===== src/rtl/fetch_ctrl_if.sv =====
// Handshake bundle between decode, instruction memory and the fetch controller.
// The controller connects through the slave modport; the master side drives decode and imem inputs.
`ifndef XLEN
`define XLEN 32
`endif
`ifndef PC_SEL_WIDTH
`define PC_SEL_WIDTH 3
`endif
`ifndef PC_SEL_PC4
`define PC_SEL_PC4 3'd0
`endif
`ifndef PC_SEL_BRANCH
`define PC_SEL_BRANCH 3'd1
`endif
`ifndef PC_SEL_JAL
`define PC_SEL_JAL 3'd2
`endif
`ifndef PC_SEL_JALR
`define PC_SEL_JALR 3'd3
`endif

interface fetch_ctrl_if;
    logic [`PC_SEL_WIDTH-1:0] pc_sel;
    logic                     stall_decode;
    logic                     imem_ack;
    logic                     imem_req;
    logic                     stall_if;
    logic                     flush_if;
    logic                     err_timeout;
    logic [`XLEN-1:0]         fetch_count;

    modport master (
        output pc_sel, stall_decode, imem_ack,
        input  imem_req, stall_if, flush_if, err_timeout, fetch_count
    );

    modport slave (
        input  pc_sel, stall_decode, imem_ack,
        output imem_req, stall_if, flush_if, err_timeout, fetch_count
    );
endinterface


===== src/rtl/fetch_ctrl.sv =====
// Instruction fetch controller: sequences imem requests, stalls/flushes IF/ID,
// drops stale responses after a redirect and flags requests that wait too long.
module fetch_ctrl #(
    parameter int TIMEOUT = 255
) (
    input  logic       clk,
    input  logic       rst_n,
    fetch_ctrl_if.slave bus
);

    localparam logic [1:0] IDLE = 2'd0;
    localparam logic [1:0] REQ  = 2'd1;
    localparam logic [1:0] HOLD = 2'd2;
    localparam logic [1:0] DROP = 2'd3;

    localparam logic [7:0] TIMEOUT_C = 8'(TIMEOUT);

    logic [1:0]       state_q, state_d;
    logic [7:0]       waitCnt_q, waitCnt_d;
    logic             err_q, err_d;
    logic [`XLEN-1:0] fetchCount_q, fetchCount_d;

    logic redirect;
    logic accept;
    logic imemReq;
    logic stallIf;
    logic flushIf;
    logic waiting;
    logic enterWait;

    always_comb begin
        redirect = (bus.pc_sel == `PC_SEL_BRANCH) ||
                   (bus.pc_sel == `PC_SEL_JAL)    ||
                   (bus.pc_sel == `PC_SEL_JALR);
    end

    // Redirect is tested first in every state so it always wins over ack and stall.
    always_comb begin
        state_d = state_q;
        imemReq = 1'b0;
        stallIf = 1'b1;
        flushIf = 1'b0;
        accept  = 1'b0;
        case (state_q)
            IDLE: begin
                flushIf = 1'b1;
                state_d = REQ;
            end
            REQ: begin
                imemReq = 1'b1;
                if (redirect) begin
                    flushIf = 1'b1;
                    stallIf = 1'b0;
                    if (!bus.imem_ack) begin
                        state_d = DROP;
                    end
                end else if (bus.imem_ack) begin
                    if (bus.stall_decode) begin
                        state_d = HOLD;
                    end else begin
                        stallIf = 1'b0;
                        accept  = 1'b1;
                    end
                end
            end
            HOLD: begin
                if (redirect) begin
                    flushIf = 1'b1;
                    stallIf = 1'b0;
                    state_d = REQ;
                end else if (!bus.stall_decode) begin
                    stallIf = 1'b0;
                    accept  = 1'b1;
                    state_d = REQ;
                end
            end
            DROP: begin
                flushIf = 1'b1;
                if (redirect) begin
                    stallIf = 1'b0;
                end else if (bus.imem_ack) begin
                    state_d = REQ;
                end
            end
            default: begin
                flushIf = 1'b1;
                state_d = IDLE;
            end
        endcase
    end

    // The wait counter only measures time with a request on the bus (REQ or DROP).
    always_comb begin
        waiting   = (state_q == REQ) || (state_q == DROP);
        enterWait = (state_d != state_q) && ((state_d == REQ) || (state_d == DROP));
        waitCnt_d = waitCnt_q;
        if (enterWait || (waiting && bus.imem_ack)) begin
            waitCnt_d = 8'd0;
        end else if (waiting && (waitCnt_q < TIMEOUT_C)) begin
            waitCnt_d = waitCnt_q + 8'd1;
        end
        err_d        = err_q | (waitCnt_d == TIMEOUT_C);
        fetchCount_d = accept ? fetchCount_q + `XLEN'(1) : fetchCount_q;
    end

    always_ff @(posedge clk or negedge rst_n) begin
        if (!rst_n) begin
            state_q      <= IDLE;
            waitCnt_q    <= 8'd0;
            err_q        <= 1'b0;
            fetchCount_q <= '0;
        end else begin
            state_q      <= state_d;
            waitCnt_q    <= waitCnt_d;
            err_q        <= err_d;
            fetchCount_q <= fetchCount_d;
        end
    end

    assign bus.imem_req    = imemReq;
    assign bus.stall_if    = stallIf;
    assign bus.flush_if    = flushIf;
    assign bus.err_timeout = err_q;
    assign bus.fetch_count = fetchCount_q;

endmodule


===== src/flat_wrapper.sv =====
// flat-port wrapper written by rule: the top's interface ports become plain ports
module fetch_ctrl_flat 
#(
    parameter int TIMEOUT = 255
)
  (clk, rst_n, bus_pc_sel, bus_stall_decode, bus_imem_ack, bus_imem_req, bus_stall_if, bus_flush_if, bus_err_timeout, bus_fetch_count);
  fetch_ctrl_if bus_i ();
  input  logic clk;
  input  logic rst_n;
  input wire logic [$bits(bus_i.pc_sel)-1:0] bus_pc_sel;
  input wire logic [$bits(bus_i.stall_decode)-1:0] bus_stall_decode;
  input wire logic [$bits(bus_i.imem_ack)-1:0] bus_imem_ack;
  output wire logic [$bits(bus_i.imem_req)-1:0] bus_imem_req;
  output wire logic [$bits(bus_i.stall_if)-1:0] bus_stall_if;
  output wire logic [$bits(bus_i.flush_if)-1:0] bus_flush_if;
  output wire logic [$bits(bus_i.err_timeout)-1:0] bus_err_timeout;
  output wire logic [$bits(bus_i.fetch_count)-1:0] bus_fetch_count;
  assign bus_i.pc_sel = bus_pc_sel;
  assign bus_i.stall_decode = bus_stall_decode;
  assign bus_i.imem_ack = bus_imem_ack;
  assign bus_imem_req = bus_i.imem_req;
  assign bus_stall_if = bus_i.stall_if;
  assign bus_flush_if = bus_i.flush_if;
  assign bus_err_timeout = bus_i.err_timeout;
  assign bus_fetch_count = bus_i.fetch_count;
  fetch_ctrl #(.TIMEOUT(TIMEOUT)) u_core (.clk(clk), .rst_n(rst_n), .bus(bus_i));
endmodule

===== config.mk =====
export PLATFORM = sky130hd
export DESIGN_NAME = fetch_ctrl_flat
export DESIGN_NICKNAME = d
export VERILOG_FILES = /design/src/rtl/fetch_ctrl_if.sv /design/src/rtl/fetch_ctrl.sv /design/src/flat_wrapper.sv
export SDC_FILE = /design/constraint.sdc
export NUM_CORES = 1
export LEC_CHECK = 0
export BUFFER_PORTS_ARGS = -buffer_cell sky130_fd_sc_hd__buf_4
export CORE_UTILIZATION = 55
export CTS_CLUSTER_DIAMETER = 60
export DETAILED_ROUTE_END_ITERATION = 10
export PLACE_DENSITY = 0.75
export SLEW_MARGIN = 10
export SYNTH_ARGS = -nofsm -noshare
export SYNTH_HDL_FRONTEND = slang
export SYNTH_SLANG_ARGS = --single-unit

===== constraint.sdc =====
create_clock -name clk -period 2.9 [get_ports clk]
set_input_delay 0.435 -clock clk [delete_from_list [all_inputs] [get_ports clk]]
set_output_delay 0.435 -clock clk [all_outputs]
set_load 0.02 [all_outputs]

==> flow_summary.toml <==
[outcome]
status = "finished, final reports clean"

[cells_and_area]
final_cells = 327
fill_cells = 310
post_route_cells_drive_above_1_share_pct = 23.10
multi_input_area_um2 = 1170
area_delta_synth_final_pct = 22.10
seqCellArea_um2 = 1076
num_antenna_cells = 0
fin_nets = 290

[placed_design]
port_buffers = 42
detailed_place_hpwl_um = 3299
gp_congestion = 0.8870
pre_cts_ws_ps = 444.7
dp.cells = 319

[detailed_routing]
via_per_inst = 5.602
routed_wl_um = 4528
top_layer_used = "met4"
num_vias = 1832
dr.pass1.iters = 4
wl_per_cell_um = 13.85
wl_met2_um = 2203
drc_errors = 0
wl_met3_um = 236
m1WireLength_um = 2061
ant_nets = 0
drt_iter0_drc = 149

[yosys]
synth_area_per_cell_um2 = 10.16
synth-xor-area-share_pct = 13.24
synth_flop_cell = "dfrtp_1"
yosysUniqueCellTypes = 41
yosysWarnings = 0
syn_inst = 228
synth_edf_count = 0
synth_top_family_by_area = "simple AND/OR/NAND/NOR gates"
yosys_register_bits = 43
synth_compound_area_share_pct = 7.888
synthTopCellsByCount = "dfrtp_1 (43), nor2_1 (23), nand2_1 (22)"
synth.largest_area_cell = "dfrtp_1"
yosysMostFrequentCell = "dfrtp_1"
synth_top_area_share_pct = 46.46
synthArstFlopShare_pct = 100.0
syn_nets = 242
synth_area_leaders = "dfrtp_1 (46%), xnor2_1 (7.2%), xor2_1 (6.1%)"
netlist_area_um2 = 2316
yosysSeqAreaShare_pct = 46.46
yosys.area_share.simple_pct = 24.26
synth_fa_ha_area_share_pct = 3.782
synth_mux_area_share_pct = 1.351

[grt]
grt-ovfl-total = 0
track_usage_pct = 22.47
grt_pass1_vias = 1689
antenna_found_initial = 0
grt_max_degree = 44
grt_pass1_wl_um = 7500

[worst_setup_path]
worstPathMaxFanout = 10
crit_type = "register to register"
rrSetupSlack_ps = 460
cp-start-kind = "register"
worstPathArrival_ps = 2660
endpoint_kind = "register"
required_ps = 3120
reg2reg_depth = 7

[die]
ioPinCount = 43
fp.dieArea_um2 = 4474
num_rows = 23
die_h_um = 66.89
start_util_pct = 57.48
die_w_um = 66.89
coreArea_um2 = 4029

[clock_tree]
ctsHoldBuffers = 0
clkSlewWorstSetupHoldPaths_ps = 80
clock_latency_ps = 300
cts_num_sinks = 43
cts_tree = "done"
clk_path_buf_depth = 2
numCtsBuffers = 5
htree_levels = 2
root_buffer = "clkbuf_8"
post-cts-setup-buffers = 0
cts_resized = 0

[sta]
finalHoldViolations = 0
tightest_slew_ps = 653.7
holdWs_ps = 109.7
fin_tns_setup_ps = 0
drv_slew = 0
fin_ws_ps = 456.6
fin_crit_sh_pct = 84.25
fmax_mhz = 409.3
skew_ps = 9.567
slew_headroom_pct = 55.29
rsz0062_at_grt = "no"
min_period_ps = 2443
setup_viol = 0

[power_and_ir_drop]
leakage_nw = 1.401
power_density_nw_per_um2 = 675.7
ir_drop_v = 0.0003558

[worst_hold_path]
hold_path.class = "input pin to async pin"

[job]
cap_violations = 0
## critical path, stage by stage, from the launching register on
cell and delay, ps:
dfrtp_1 440, inv_1 120, ha_1 350, a21oi_1 160
nor4b_4 500, nand4_2 350, nor3_1 280, xor2_1 170
## stage by stage
| step | util, % | total power [mW] | area, µm² |
|---|---|---|---|
| after floorplan | - | 1.163 | 2316 |
| after global placement | 66.80 | 1.367 | 2691 |
| after detailed placement | 66.80 | 1.376 | 2691 |
| after CTS | 70.19 | 1.931 | 2828 |
| after global routing | 70.19 | 2.030 | 2828 |
| final | 70.19 | 1.911 | 2828 |
## cell usage in the layout (no fill, tap or decap), types with 3 or more instances in the layout
cell      count
ha_1          7
a21oi_1       7
nor2_1       23
and4_1        4
nor3_1       12
and3_1        3
buf_4        43
dfrtp_1      43
nand2_1      22
nand4_1       5
clkbuf_8      5
xor2_1       16
inv_1        16
xnor2_1      19
nand3_1      13
## worst paths after layout
check | start | to
worst max-delay path | u_core.state_q[1] | u_core.bus.fetch_count[18]
worst min-delay path | rst_n | u_core.state_q[0]
worst max register to register | u_core.state_q[1] | u_core.bus.fetch_count[18]
worst min register to register | u_core.bus.fetch_count[31] | u_core.bus.fetch_count[31]
max in group asynchronous | rst_n | u_core.bus.fetch_count[20]
min in group clk | u_core.bus.fetch_count[31] | u_core.bus.fetch_count[31]
## where the power goes
group / leakage (nW) / internal, mW / total, mW / switching [mW]
clock network: 0.0644 / 0.343 / 0.549 / 0.205
logic: 0.777 / 0.263 / 0.639 / 0.376
registers: 0.560 / 0.648 / 0.723 / 0.0749
total: 1.40 / 1.25 / 1.91 / 0.656
## cell type report
class	instances	area share [%]
clock inverter	3	2.389
tap	50	2.212
timing repair buffer	43	11.42
multi-input combinational	167	41.37
clock buffer	5	2.434
sequential	43	38.05
inverter	16	2.124
## per-layer routing
layer  GRT usage, %  vias to the layer above
li1               -                      889
met1          29.46                      886
met2          36.74                       53
met3          5.308                        4
met4          6.383                        0
met5              0                        -
## sequential cells by signal, indices dropped and copies added (netlist names)
register,count
u_core.bus.err_timeout,1
u_core.state_q,2
u_core.waitCnt_q,8
u_core.bus.fetch_count,32
## logic make-up (layout without fill, tap and decap cells)
group,after synthesis,after routing
AOI/OAI and AO/OA,25,25
buffers and inverters,18,67
DFF,43,43
adders and majority gates,7,7
muxes,3,3
xor gates and xnor gates,35,35
and+or+nand+nor,97,97
No activity file was read; power rests on OpenSTA's default activity.
